===== src/rtl/cpu_mon_pkg.sv =====
// Shared state encoding and constants for the CPU run monitor.
package cpu_mon_pkg;

   typedef enum logic [1:0] {
      IDLE = 2'd0,
      RUN  = 2'd1,
      DONE = 2'd2
   } mon_state_e;

   localparam logic [31:0] END_SENTINEL_JAL0 = 32'h0000_006F;
   localparam int          MISALIGN_W        = 8;

endpackage


===== src/rtl/cpu_mon_check.sv =====
// One check channel: compares a register or memory write against the expected
// value and keeps a sticky hit flag that is cleared when a new run is armed.
module cpu_mon_check #(
   parameter int XLEN       = 32,
   parameter int ADDR_WIDTH = 11
) (
   input  logic                  clk,
   input  logic                  reset,
   input  logic                  clear_i,
   input  logic                  en_i,
   input  logic                  is_mem_i,
   input  logic [ADDR_WIDTH-1:0] idx_i,
   input  logic [XLEN-1:0]       value_i,
   input  logic                  rf_we_i,
   input  logic [4:0]            rf_waddr_i,
   input  logic [XLEN-1:0]       rf_wdata_i,
   input  logic                  mem_we_i,
   input  logic [ADDR_WIDTH-1:0] mem_word_i,
   input  logic [XLEN-1:0]       mem_wdata_i,
   output logic                  hit_o,
   output logic                  hit_next_o
);

   logic regHit;
   logic memHit;
   logic hit_d;
   logic hit_q;

   // x0 is hardwired to zero in the CPU, so writes to it can never count.
   assign regHit = !is_mem_i && rf_we_i && (rf_waddr_i == idx_i[4:0])
                   && (rf_waddr_i != 5'd0) && (rf_wdata_i == value_i);
   assign memHit = is_mem_i && mem_we_i && (mem_word_i == idx_i)
                   && (mem_wdata_i == value_i);

   always_comb begin
      hit_d = hit_q;
      if (clear_i) begin
         hit_d = 1'b0;
      end else if (en_i && (regHit || memHit)) begin
         hit_d = 1'b1;
      end
   end

   always_ff @(posedge clk) begin
      if (!reset) begin
         hit_q <= 1'b0;
      end else begin
         hit_q <= hit_d;
      end
   end

   assign hit_o      = hit_q;
   assign hit_next_o = hit_d;

endmodule


===== src/rtl/cpu_run_monitor.sv =====
// Run monitor for the single-cycle CPU: counts RUN cycles, detects the
// jal x0,0 end sentinel and scores the programmable write checks.
module cpu_run_monitor
   import cpu_mon_pkg::*;
#(
   parameter int              NUM_CHECKS   = 2,
   parameter int              XLEN         = 32,
   parameter int              ADDR_WIDTH   = 11,
   parameter int              MAX_CYCLES   = 20,
   parameter int              CYC_W        = 16,
   parameter logic [XLEN-1:0] END_SENTINEL = XLEN'(END_SENTINEL_JAL0)
) (
   input  logic                             clk,
   input  logic                             reset,
   input  logic                             start,
   input  logic                             retire_valid,
   input  logic [XLEN-1:0]                  retire_pc,
   input  logic [XLEN-1:0]                  retire_instr,
   input  logic                             rf_we,
   input  logic [4:0]                       rf_waddr,
   input  logic [XLEN-1:0]                  rf_wdata,
   input  logic                             mem_we,
   input  logic [XLEN-1:0]                  mem_addr,
   input  logic [XLEN-1:0]                  mem_wdata,
   input  logic [NUM_CHECKS-1:0]            chk_is_mem,
   input  logic [NUM_CHECKS*ADDR_WIDTH-1:0] chk_idx,
   input  logic [NUM_CHECKS*XLEN-1:0]       chk_value,
   output logic                             busy,
   output logic                             done,
   output logic                             pass,
   output logic                             timeout,
   output logic [NUM_CHECKS-1:0]            hit_mask,
   output logic [CYC_W-1:0]                 cycles,
   output logic [XLEN-1:0]                  end_pc,
   output logic [MISALIGN_W-1:0]            misaligned_cnt
);

   localparam logic [CYC_W-1:0] LAST_IDX  = CYC_W'(MAX_CYCLES - 1);
   localparam logic [CYC_W-1:0] FULL_RUN  = CYC_W'(MAX_CYCLES);

   mon_state_e            state_q, state_d;
   logic [CYC_W-1:0]      cyc_q, cyc_d;
   logic                  timeout_q, timeout_d;
   logic                  pass_q, pass_d;
   logic [XLEN-1:0]       endPc_q, endPc_d;
   logic [MISALIGN_W-1:0] misalign_q, misalign_d;
   logic [NUM_CHECKS-1:0] hitNext;
   logic                  inRun;
   logic                  armRun;
   logic                  sentinelHit;
   logic                  lastCycle;
   logic                  runEnds;
   logic                  unusedAddrBits;

   assign inRun          = (state_q == RUN);
   assign armRun         = start && !inRun;
   assign sentinelHit    = inRun && retire_valid && (retire_instr == END_SENTINEL);
   assign lastCycle      = inRun && (cyc_q == LAST_IDX);
   assign runEnds        = sentinelHit || lastCycle;
   assign unusedAddrBits = ^mem_addr[XLEN-1:ADDR_WIDTH+2];

   for (genvar i = 0; i < NUM_CHECKS; i++) begin : g_chk
      cpu_mon_check #(
         .XLEN       (XLEN),
         .ADDR_WIDTH (ADDR_WIDTH)
      ) u_check (
         .clk         (clk),
         .reset       (reset),
         .clear_i     (armRun),
         .en_i        (inRun),
         .is_mem_i    (chk_is_mem[i]),
         .idx_i       (chk_idx[i*ADDR_WIDTH +: ADDR_WIDTH]),
         .value_i     (chk_value[i*XLEN +: XLEN]),
         .rf_we_i     (rf_we),
         .rf_waddr_i  (rf_waddr),
         .rf_wdata_i  (rf_wdata),
         .mem_we_i    (mem_we),
         .mem_word_i  (mem_addr[ADDR_WIDTH+1:2]),
         .mem_wdata_i (mem_wdata),
         .hit_o       (hit_mask[i]),
         .hit_next_o  (hitNext[i])
      );
   end

   always_ff @(posedge clk) begin
      if (!reset) begin
         state_q <= IDLE;
      end else begin
         state_q <= state_d;
      end
   end

   always_comb begin
      state_d = state_q;
      unique case (state_q)
         IDLE:    if (start)   state_d = RUN;
         RUN:     if (runEnds) state_d = DONE;
         DONE:    if (start)   state_d = RUN;
         default: state_d = IDLE;
      endcase
   end

   always_comb begin
      busy = (state_q == RUN);
      done = (state_q == DONE);
   end

   // A sentinel on the last cycle wins over timeout; pass uses this cycle's hits too.
   always_comb begin
      cyc_d      = cyc_q;
      timeout_d  = timeout_q;
      pass_d     = pass_q;
      endPc_d    = endPc_q;
      misalign_d = misalign_q;
      if (armRun) begin
         cyc_d      = '0;
         timeout_d  = 1'b0;
         pass_d     = 1'b0;
         endPc_d    = '0;
         misalign_d = '0;
      end else if (inRun) begin
         if (mem_we && (mem_addr[1:0] != 2'b00) && (misalign_q != '1)) begin
            misalign_d = misalign_q + MISALIGN_W'(1);
         end
         if (sentinelHit) begin
            endPc_d = retire_pc;
            pass_d  = &hitNext;
         end else if (lastCycle) begin
            timeout_d = 1'b1;
            cyc_d     = FULL_RUN;
         end else begin
            cyc_d = cyc_q + CYC_W'(1);
         end
      end
   end

   always_ff @(posedge clk) begin
      if (!reset) begin
         cyc_q      <= '0;
         timeout_q  <= 1'b0;
         pass_q     <= 1'b0;
         endPc_q    <= '0;
         misalign_q <= '0;
      end else begin
         cyc_q      <= cyc_d;
         timeout_q  <= timeout_d;
         pass_q     <= pass_d;
         endPc_q    <= endPc_d;
         misalign_q <= misalign_d;
      end
   end

   assign pass           = pass_q;
   assign timeout        = timeout_q;
   assign cycles         = cyc_q;
   assign end_pc         = endPc_q;
   assign misaligned_cnt = misalign_q;

endmodule

===== config.mk =====
export PLATFORM = sky130hd
export DESIGN_NAME = cpu_run_monitor
export DESIGN_NICKNAME = d
export VERILOG_FILES = /design/src/rtl/cpu_mon_pkg.sv /design/src/rtl/cpu_mon_check.sv /design/src/rtl/cpu_run_monitor.sv
export SDC_FILE = /design/constraint.sdc
export NUM_CORES = 1
export LEC_CHECK = 0
export ABC_AREA = 1
export CORE_AREA = 2 2 124 126
export DETAILED_ROUTE_END_ITERATION = 10
export DIE_AREA = 0 0 126 128
export PLACE_DENSITY = 0.8
export SLEW_MARGIN = 20
export SYNTH_ARGS = -nofsm -noshare
export SYNTH_HDL_FRONTEND = slang
export SYNTH_SLANG_ARGS = --single-unit

===== constraint.sdc =====
create_clock -name clk -period 1.8 [get_ports clk]
set_input_delay 0.36 -clock clk [delete_from_list [all_inputs] [get_ports clk]]
set_output_delay 0.36 -clock clk [all_outputs]
set_load 0.03 [all_outputs]

==> flow_metrics.py, run 1 <==
metrics = {
    "route": {
        "wl_per_cell_um": 13.5,
        "vias_per_cell": 4.68,
        "drcViolationCount": 0,
        "first_iter_violations": 431,
        "ant_nets": 0,
        "vias": 7389,
        "finalWirelength_mm": 21.3,
        "drtPass1Iterations": 4,
    },
    "floorplanning": {
        "ios": 321,
        "start_util_pct": 37.9,
        "fp.coreArea_um2": 14900,
        "design.die.area_um2": 16100,
        "die_h_um": 128,
        "die_w_um": 126,
        "num_rows": 45,
    },
    "finish": {
        "drive_gt1_share_pct": 9.37,
        "syn_to_final_growth_pct": 74.3,
        "nFillCells": 1311,
        "layout.nets": 1643,
    },
    "clock_tree": {
        "clk_path_buf_depth": 2,
        "h-tree-depth": 3,
        "numCtsBuffers": 9,
        "clk_latency_ns": 0.33,
        "cts_tree": "yes",
        "clockRootBuffer": "clkbuf_16",
        "cts_sinks": 62,
        "clk_pin_slew_worst_paths_ns": 0.06,
    },
    "hold_path": {
        "min_path_type": "reg -> reg",
        "min_path_cells": 2,
    },
    "power": {
        "power_w": 0.00462,
        "p_per_area_nw_per_um2": 470,
        "p_leak_nw": 5.49,
        "vdd_drop_max_mv": 0.527,
    },
    "sta": {
        "hold_violations": 0,
        "finalClockSkew_ns": 0.00416,
        "finalSetupTns_ns": 0,
        "max-slew-margin-rel_pct": 74.0,
        "fin_crit_ns": 1.78,
        "finalSetupViolCount": 0,
        "max_freq_ghz": 0.561,
        "finalCritPeriodShare_pct": 99.1,
        "worstMarginPinSlew_ns": 0.387,
        "finalMaxSlewViolations": 0,
    },
    "worst_setup_path": {
        "r2r_cells": 8,
        "crit_type": "reg -> out",
        "cp_num_cells": 1,
        "cp-end-kind": "primary output",
        "critical_path.max_fanout": 3,
        "cpPeakStageDelay_ns": 0.72,
        "cp-start-kind": "register",
        "cp.required_ns": 1.44,
        "crit_buf_inv": 1,
        "cp.arrival_ns": 1.42,
        "critical-path-top-delay-family": "buffers and inverters",
        "crit_path_cell_trace": "clkdlybuf4s50_1",
        "crit_path_top_delay_cell": "clkdlybuf4s50_1",
    },
    "status": {
        "outcome": "complete, no violations",
    },
    "yosys": {
        "syn_area_um2": 5630,
        "syn_nets": 1309,
        "synth_top_cell_by_area": "nand2_1",
        "syn_inst": 1048,
        "ys.warnings.count": 0,
        "synth.top_cell.area_share_pct": 25.3,
        "synth-seq-area-share_pct": 22.0,
        "synthTopCellsByArea": "nand2_1, dfxtp_1, inv_1",
        "syn_area_per_cell_um2": 5.37,
        "synth_cell_type_count": 39,
        "synth_ff_type": "dfxtp_1",
        "ys_seq_elements": 62,
        "async_flop_share_pct": 0,
        "synth_edf_count": 0,
    },
    "placed_design": {
        "port_buffers": 301,
        "gp_congestion": 0.891,
        "dp_hpwl_mm": 17.1,
    },
    "global_routing": {
        "grt_max_degree": 37,
        "grt.total_usage_pct": 24.8,
        "antenna_found_initial": 3,
        "overflow": 0,
        "grt_pass1_wl_mm": 32.8,
        "grt_pass1_vias": 6892,
    },
    "job": {
        "maxCapViolCount": 0,
    },
}
## area by class of cell
cell class                 instances  area (µm²)  share of cell area, %
antenna                            3        7.51                 0.0765
clock buffer                       9         225                   2.29
clock inverter                     7         105                   1.07
inverter                         191         722                   7.36
multi-input combinational        776        3680                   37.5
sequential                        62        1250                   12.7
tap                              188         235                   2.40
timing repair buffer             342        3590                   36.6
## report_power, final
group | switching [W] | internal, W
logic | 0.000591 | 0.000721
registers | 0.00000736 | 0.00138
clock network | 0.000684 | 0.00123
total | 0.00128 | 0.00333
## worst register-to-register path, stage by stage (launching register included)
cell and delay, ns:
dfxtp_2 0.36, ha_1 0.21, nand3_2 0.09, or3_1 0.39, nor2_2 0.17, inv_2 0.07
nor3_2 0.11, o21ai_1 0.08, and2_1 0.13
## metal layers
| metal | global-route usage [%] | part of all wire, % |
|---|---|---|
| met5 | 0 | 0 |
| met4 | 7.24 | 2.8 |
| met3 | 5.18 | 6.2 |
| met2 | 43.5 | 49 |
| met1 | 30.7 | 42 |
## worst paths after layout
path / from / end / slack [ns]
hold / removal: misaligned_cnt[7] / misaligned_cnt[7] / 0.48
setup reg to reg: cycles[0] / cycles[12] / 0.08
hold reg to reg: misaligned_cnt[7] / misaligned_cnt[7] / 0.48
setup / recovery: misaligned_cnt[4] / misaligned_cnt[4] / 0.02
## cell usage after synthesis (2+ instances only)
cell type / instances
clkbuf_1: 6
buf_6: 9
ha_1: 2
nand4_1: 35
nor2_1: 171
nand3_1: 24
buf_2: 2
xor2_1: 12
dfxtp_1: 62
a21boi_0: 2
nor3_2: 3
inv_1: 188
xnor2_1: 29
nand2_2: 2
nand2_1: 380
o21ai_0: 57
nand3b_1: 2
a21oi_1: 27
nor2_2: 2
buf_4: 2
o22ai_1: 4
nor3_1: 6
nand3_2: 2
o21a_1: 2
inv_2: 3
## through the flow
step	hold WS (ns)	utilization (%)	instances	setup slack, ns	cell area (µm²)
4_1_cts	0.483	63.0	1572	0.000863	9360
2_1_floorplan	0.458	-	1048	0.0427	5640
3_3_place_gp	0.448	60.8	1555	-0.273	9030
5_1_grt	0.525	66.0	1578	-0.0406	9820
3_5_place_dp	0.464	60.8	1555	-0.317	9030
6_report	0.478	66.0	1578	0.0167	9820
## flip-flops by register name (all words and copies together) (netlist names)
register and flops:
cycles 16, timeout 1, end_pc 32, state_q 2
g_chk.u_check.hit_o 2, pass 1, misaligned_cnt 8
## cells by family (layout without fill, tap and decap cells)
| kind of cell | after synthesis | in the layout | share of synthesized area, % |
|---|---|---|---|
| AND/OR/NAND/NOR | 637 | 637 | 46.8 |
| XOR/XNOR | 41 | 41 | 6.37 |
| AO/OA/AOI/OAI | 96 | 96 | 8.95 |
| flip-flops | 62 | 62 | 22.0 |
| other | 0 | 3 | 0 |
| buffers and inverters | 210 | 549 | 15.4 |
| adder cells (fa/ha/maj) | 2 | 2 | 0.444 |
## repair_timing
action	in CTS	in global routing
hold endpoints to repair	0	0
resized for setup	14	160
endpoints found under the setup margin	14	64
buffers inserted	1	0
pin swaps	1	40
hold buffers	0	0
gates cloned	0	3
## placed cells by master (no fill, tap or decap), drive strengths merged, types with 3 or more instances in the layout
cell / n
nand2: 383
clkdlybuf4s50: 207
inv: 194
nor2: 173
dlymetal6s2s: 80
dfxtp: 62
o21ai: 58
buf: 40
nand4: 36
xnor2: 29
a21oi: 27
nand3: 26
dlygate4sd2: 13
xor2: 12
clkbuf: 11
nor3: 9
o22ai: 4
diode: 3
nand3b: 3
nor4: 3
Note: power is estimated with default switching activity, not from simulation.
==> run 2, diff against run 1 <==
--- a/config.mk
+++ b/config.mk
@@ -9,7 +9,9 @@
 export CORE_AREA = 2 2 124 126
 export DETAILED_ROUTE_END_ITERATION = 10
 export DIE_AREA = 0 0 126 128
+export HOLD_SLACK_MARGIN = 0.12
 export PLACE_DENSITY = 0.8
+export SETUP_SLACK_MARGIN = 0.1
 export SLEW_MARGIN = 20
 export SYNTH_ARGS = -nofsm -noshare
 export SYNTH_HDL_FRONTEND = slang
==> flow_metrics.py, run 2 (synthesis results as in run 1) <==
metrics = {
    "route": {
        "drtPass1Iterations": 5,
        "wl_per_cell_um": 14.3,
        "vias_per_cell": 4.79,
        "finalWirelength_mm": 22.8,
        "first_iter_violations": 500,
        "vias": 7635,
        "ant_nets": 0,
        "drcViolationCount": 0,
    },
    "floorplanning": {
        "fp.coreArea_um2": 14900,
        "die_w_um": 126,
        "die_h_um": 128,
        "design.die.area_um2": 16100,
        "num_rows": 45,
        "ios": 321,
        "start_util_pct": 37.9,
    },
    "power": {
        "p_leak_nw": 6.08,
        "vdd_drop_max_mv": 0.484,
        "power_w": 0.00449,
        "p_per_area_nw_per_um2": 446,
    },
    "sta": {
        "finalClockSkew_ns": 0.00830,
        "finalSetupViolCount": 0,
        "fin_crit_ns": 1.68,
        "worstMarginPinSlew_ns": 0.373,
        "finalCritPeriodShare_pct": 93.6,
        "hold_violations": 0,
        "max_freq_ghz": 0.594,
        "rsz0062_at_grt": "true",
        "finalSetupTns_ns": 0,
        "finalMaxSlewViolations": 0,
        "max-slew-margin-rel_pct": 75.3,
    },
    "hold_path": {
        "min_path_type": "reg -> reg",
    },
    "worst_setup_path": {
        "cp.arrival_ns": 1.90,
        "cp-start-kind": "input port",
        "critical_path.max_fanout": 6,
        "cp.required_ns": 2.02,
        "crit_type": "in -> reg",
        "cp-end-kind": "register",
    },
    "placed_design": {
        "port_buffers": 301,
        "dp_hpwl_mm": 17.2,
        "gp_congestion": 0.899,
        "dp.cells": 1564,
    },
    "clock_tree": {
        "clk_latency_ns": 0.34,
        "clockRootBuffer": "clkbuf_16",
        "clk_path_buf_depth": 2,
        "h-tree-depth": 3,
        "numCtsBuffers": 9,
        "cts_sinks": 62,
        "clk_pin_slew_worst_paths_ns": 0.06,
        "cts_tree": "yes",
    },
    "global_routing": {
        "overflow": 0,
        "grt_max_degree": 38,
        "grt_pass1_wl_mm": 33.1,
        "grt.total_usage_pct": 25.3,
        "grt_pass1_vias": 6987,
        "antenna_found_initial": 2,
    },
    "finish": {
        "fin_util_pct": 67.8,
        "multi_input_area_um2": 3780,
        "largest_reg_flops": 32,
        "final_common_cell": "nand2_1",
        "instances_no_fill": 1593,
        "layout.nets": 1658,
        "syn_to_final_growth_pct": 78.9,
        "layout_common_cells": "nand2_1, inv_1, nor2_1",
        "drive_gt1_share_pct": 12.0,
        "seq_area_um2": 1260,
        "nFillCells": 1270,
    },
    "status": {
        "outcome": "complete, no violations",
    },
    "job": {
        "maxCapViolCount": 0,
    },
}
-- run 2: final cells by class --
type	count	area share, %
multi-input combinational	777	37.5
timing repair buffer	356	37.3
sequential	62	12.5
inverter	191	7.21
tap	188	2.33
clock buffer	9	2.24
clock inverter	7	0.820
antenna	3	0.0745
-- run 2: worst paths after layout --
check / end / startpoint / slack [ns] / cells after the start
hold reg to reg: misaligned_cnt[0] / misaligned_cnt[0] / 0.48 / 2
setup / recovery: end_pc[26] / retire_instr[1] / 0.12 / 10
hold / removal: misaligned_cnt[0] / misaligned_cnt[0] / 0.48 / 2
setup reg to reg: cycles[12] / cycles[0] / 0.16 / 8
-- run 2: worst max-delay path, stage by stage --
cell             delay (ns)
clkdlybuf4s50_1        0.45
inv_1                  0.05
nor2_2                 0.08
nand4_1                0.12
inv_2                  0.09
nand3b_4               0.20
buf_12                 0.22
clkbuf_16              0.17
nor2_4                 0.10
nor2_1                 0.05
-- run 2: timing repair --
item / in CTS / in global routing
setup endpoints to repair: 85 / 68
resized for setup: 85 / 198
cloned: 4 / 1
buffers inserted: 3 / 2
pin swaps: 17 / 57
hold buffers: 0 / 0
-- run 2: power by group --
part / internal, W / switching, W / total, W / leakage, nW
registers: 0.00138 / 0.00000912 / 0.00139 / 0.504
clock network: 0.00109 / 0.000700 / 0.00179 / 0.144
logic: 0.000710 / 0.000607 / 0.00132 / 5.43
-- run 2: stage by stage --
step                instance area, µm²  setup WS [ns]  hold WS [ns]
finish                           10100          0.116         0.484
global route                     10100         0.0317         0.525
CTS                               9520         0.0715         0.488
detailed placement                9120         -0.323         0.480
global placement                  9120         -0.285         0.452
floorplan                         5640          0.114         0.458
-- run 2: per-layer routing --
metal  part of all wire [%]  vias up  routed length, µm  track usage, %
met5                      0        -                  0               0
met4                    3.6        0                828            7.82
met3                    6.4       68               1460            4.97
met2                     49      338              11100            44.5
met1                     41     3332               9410            31.1
li1                       -     3897                  -               -
==> run 3, diff against run 2 <==
--- a/config.mk
+++ b/config.mk
@@ -9,6 +9,7 @@
 export CORE_AREA = 2 2 124 126
 export DETAILED_ROUTE_END_ITERATION = 10
 export DIE_AREA = 0 0 126 128
+export GPL_TIMING_DRIVEN = 0
 export HOLD_SLACK_MARGIN = 0.12
 export PLACE_DENSITY = 0.8
 export SETUP_SLACK_MARGIN = 0.1
==> flow_metrics.py, run 3 (synthesis results as in run 1) <==
metrics = {
    "finish": {
        "largest_reg_flops": 32,
        "layout_common_cells": "nand2_1, inv_1, dlymetal6s2s_1",
        "drive_gt1_share_pct": 10.0,
        "instances_no_fill": 1579,
        "layout.nets": 1642,
        "final_common_cell": "nand2_1",
        "syn_to_final_growth_pct": 77.3,
    },
    "floorplanning": {
        "die_w_um": 126,
        "die_h_um": 128,
        "start_util_pct": 37.9,
        "num_rows": 45,
        "design.die.area_um2": 16100,
        "fp.coreArea_um2": 14900,
        "ios": 321,
    },
    "clock_tree": {
        "clk_pin_slew_worst_paths_ns": 0.05,
        "cts_sinks": 62,
        "clk_latency_ns": 0.33,
        "numCtsBuffers": 9,
        "clockRootBuffer": "clkbuf_16",
        "h-tree-depth": 3,
        "ctsHoldBuffers": 0,
        "clk_path_buf_depth": 2,
        "cts_tree": "yes",
    },
    "placed_design": {
        "post-place-ws_ns": -0.413,
        "port_buffers": 301,
        "dp_hpwl_mm": 17.1,
        "gp_congestion": 0.922,
        "dp.cells": 1537,
    },
    "route": {
        "drt-met1-wl_mm": 9.11,
        "wl_per_cell_um": 14.1,
        "vias": 7537,
        "drcViolationCount": 0,
        "wl_met3_mm": 1.36,
        "topRoutingLayerUsed": "met5",
        "vias_per_cell": 4.77,
        "first_iter_violations": 441,
        "drtPass1Iterations": 7,
        "finalWirelength_mm": 22.3,
        "route.met2.wl_mm": 11.4,
        "ant_nets": 0,
    },
    "sta": {
        "hold_violations": 0,
        "finalClockSkew_ns": 0.00690,
        "max-slew-margin-rel_pct": 74.2,
        "fin_crit_ns": 1.67,
        "finalSetupViolCount": 0,
        "worstMarginPinSlew_ns": 0.389,
        "max_freq_ghz": 0.598,
        "finalMaxSlewViolations": 0,
        "fin_ws_ns": 0.127,
        "finalCritPeriodShare_pct": 93.0,
        "rsz0062_at_grt": "true",
        "hold-worst-slack_ns": 0.480,
    },
    "worst_setup_path": {
        "cp.required_ns": 2.05,
        "crit_top_cell": "nor2_1",
        "cpPeakStageDelay_ns": 0.33,
        "crit_path_cell_trace": "dlygate4sd2_1 > nor2_1 > nand2_1 > nor4_4 > nand3b_4 > buf_6 > buf_4 > inv_4 > o21ai_2 > nor2_1",
        "crit_type": "in -> reg",
        "crit_path_top_delay_cell": "nor4_4",
        "critical_path.max_fanout": 6,
        "cp.arrival_ns": 1.93,
        "cp-end-kind": "register",
        "cp-start-kind": "input port",
    },
    "job": {
        "maxCapViolCount": 0,
    },
    "global_routing": {
        "grt_pass1_vias": 6759,
        "grt_max_degree": 13,
        "grt_pass1_wl_mm": 32.7,
        "antenna_found_initial": 6,
        "overflow": 0,
        "grt.total_usage_pct": 25.1,
    },
    "hold_path": {
        "min_path_type": "reg -> reg",
    },
    "status": {
        "outcome": "complete, no violations",
    },
    "power": {
        "comb_power_share_pct": 29.1,
        "p_sw_w": 0.00126,
        "p_seq_share_pct": 31.6,
        "vdd_drop_max_mv": 0.390,
        "p_leak_nw": 6.45,
        "p_per_area_nw_per_um2": 439,
        "pwr-share-clk_pct": 39.3,
        "switching_share_pct": 28.6,
        "p_int_w": 0.00313,
    },
}
[run 3: path summary, 6_finish.rpt]
| kind | endpoint | cells past startpoint | from | slack [ns] |
|---|---|---|---|---|
| max reg2reg | state_q[0] | 10 | state_q[0] | 0.14 |
| min | timeout | 2 | timeout | 0.48 |
| max | end_pc[26] | 10 | retire_instr[17] | 0.13 |
| min reg2reg | timeout | 2 | timeout | 0.48 |
[run 3: area by class of cell]
cell class	count	area (µm²)
antenna	5	12.5
buffer	19	203
clock buffer	9	225
clock inverter	7	71.3
fill	1304	4870
inverter	191	732
multi-input combinational	776	3710
sequential	62	1250
tap	188	235
timing repair buffer	321	3540
timing repair inverter	1	6.26
[run 3: worst max-delay path, delay by kind of cell]
kind / cells / cell delay (ns)
AND/OR/NAND/NOR: 5 / 0.88
buffers and inverters: 4 / 0.63
AO/OA/AOI/OAI: 1 / 0.06
[run 3: power by group through the flow]
stage                     Combinational (W)  Clock (W)  Sequential (W)
after CTS                           0.00126    0.00174         0.00139
after global placement              0.00124          0         0.00142
after global routing                0.00141    0.00179         0.00139
after floorplan                    0.000503          0         0.00142
final                               0.00127    0.00172         0.00139
after detailed placement            0.00126          0         0.00142
[run 3: repair_timing]
item / CTS / global route
gates resized for setup: 116 / 232
endpoints found under the hold margin: 0 / 0
pin swaps: 28 / 73
buffers inserted: 4 / 11
gates cloned: 6 / 0
setup endpoints to repair: 82 / 77
[run 3: stage by stage]
step / instance area [µm²] / utilization (%) / setup TNS (ns) / power [W]
global placement: 8890 / 59.8 / -13.84 / 0.00266
CTS: 9330 / 62.8 / 0 / 0.00438
detailed placement: 8890 / 59.8 / -15.20 / 0.00267
finish: 9990 / 67.2 / 0 / 0.00438
global route: 9990 / 67.2 / 0 / 0.00459
floorplan: 5640 / - / 0 / 0.00193
[run 3: per-layer routing]
layer / vias up / GRT usage (%)
met3: 33 / 4.51
met1: 3351 / 31.1
met2: 297 / 45.1
met5: - / 0
li1: 3854 / -
met4: 2 / 5.95
==> variant, RTL diff (config.mk and constraints of run 1) <==
The 3 states of `mon_state_e` get a one-hot encoding in 3 bits.
--- a/src/rtl/cpu_mon_pkg.sv
+++ b/src/rtl/cpu_mon_pkg.sv
@@ -3,6 +3,6 @@
 
-   typedef enum logic [1:0] {
-      IDLE = 2'd0,
-      RUN  = 2'd1,
-      DONE = 2'd2
+   typedef enum logic [2:0] {
+      IDLE = 3'b001,
+      RUN  = 3'b010,
+      DONE = 3'b100
    } mon_state_e;
Formal check against the unedited RTL: no difference found for any inputs over 10 cycles, from zero or initial values and one cycle with reset low; not proved beyond that.
==> variant against run 1 <==
Wire length up 5.3%; sequential cell count grew 1; sequential share of layout area increased by 0.087 points; final area up 0.82%; die area unchanged; synthesized cell count grew 6.1%; setup slack worse by 6.8 ps; synthesized area is 3.8% higher; power is 4.5% lower; highest routed layer unchanged.
==> variant: results (changes against run 1) <==
[finish]
area_delta_synth_final_pct=69.32
multi_input_comb_cells=823  ; +6.1%
clkCellAreaFrac_pct=2.933  ; -0.43 points
nClkBuffers=10  ; +1
layout-drive-gt1-share_pct=9.078  ; -0.29 points
inv_count=208  ; +8.9%
multi_input_area_um2=3790  ; +3.0%
final-seq-area_um2=1265  ; +1.5%
nFillCells=1361  ; +3.8%
nonClkBufAreaFrac_pct=35.63  ; -0.98 points
diodes=2  ; -1
multi_input_area_share_pct=38.30  ; +0.80 points

[global_route]
grtUsageMet1_pct=30.05  ; -0.68 points
grt_pass1_wl_um=35000  ; +6.8%
use_met2_pct=48.86  ; +5.3 points
grt_util_met3_pct=6.344  ; +1.2 points
grt_pass1_vias=7455  ; +8.2%
grt_max_degree=40  ; +8.1%

[placed_design]
dpl_cell_area_um2=9428  ; +4.3%
dpl_worst_slack_ps=-361.3  ; -44.17 ps
dp.cells=1637  ; +5.3%
gp_congestion=0.9490  ; +6.5%
dpl.hpwl_um=18950  ; +11%

[setup_path]
worstSetupStartpoint=cycles[12]
worstSetupPathType=reg2out
worstRegToRegCells=11  ; +3
crit_fanout=4  ; +1
endpoint=cycles[12]

[drt]
drt-total-wl_um=22480  ; +5.3%
wl_met1_um=8956  ; -0.82%
route.met3.wl_um=1706  ; +29%
via_count=7953  ; +7.6%
dr.pass1.iters=8  ; +4

[synth]
synthCells=1112  ; +6.1%
synth-adder-area-share_pct=0.4282  ; -0.016 points
yosys-top-cells-area=nand2_1 (26%), dfxtp_1 (22%), inv_1 (13%)
yosysSeqAreaShare_pct=21.58  ; -0.45 points
netlist_top_cells_count=nand2_1 (412), inv_1 (200), nor2_1 (169)
synthesis.nets=1373  ; +4.9%
synth_ff_type=dfxtp_1
synth_xor_xnor_area_share_pct=4.046  ; -2.3 points

[sta]
finalCritPeriodShare_pct=99.45  ; +0.38 points
slew_headroom_pct=70.60  ; -3.4 points

[pwr]
ir_drop_mv=0.4262  ; -19%

[status]
status=finished, final reports clean

## variant: worst reg2reg max path: stages (launching register included)
cell     delay [ps]
dfxtp_2         370
ha_4            160
nand2_2          80
nor2_4          140
nand3_2          80
inv_2            80
nand3_2         100
nor2_4          130
nand3_2         100
o21ai_2         160
nand4_1         110
a21oi_2         130
## variant: report_power, final
group,internal [W],switching [W]
combinational,0.000736,0.000577
sequential,0.00140,0.00000592
clock,0.00107,0.000623
total,0.00320,0.00121
## variant: worst min path at each step
stage	cells after the start	slack [ps]	end	startpoint
after floorplan	1	450	state_q[0]	reset
after global placement	1	450	misaligned_cnt[0]	misaligned_cnt[0]
after detailed placement	1	450	misaligned_cnt[0]	misaligned_cnt[0]
after CTS	1	460	misaligned_cnt[0]	misaligned_cnt[0]
after global routing	1	490	misaligned_cnt[0]	misaligned_cnt[0]
final	1	470	misaligned_cnt[0]	misaligned_cnt[0]
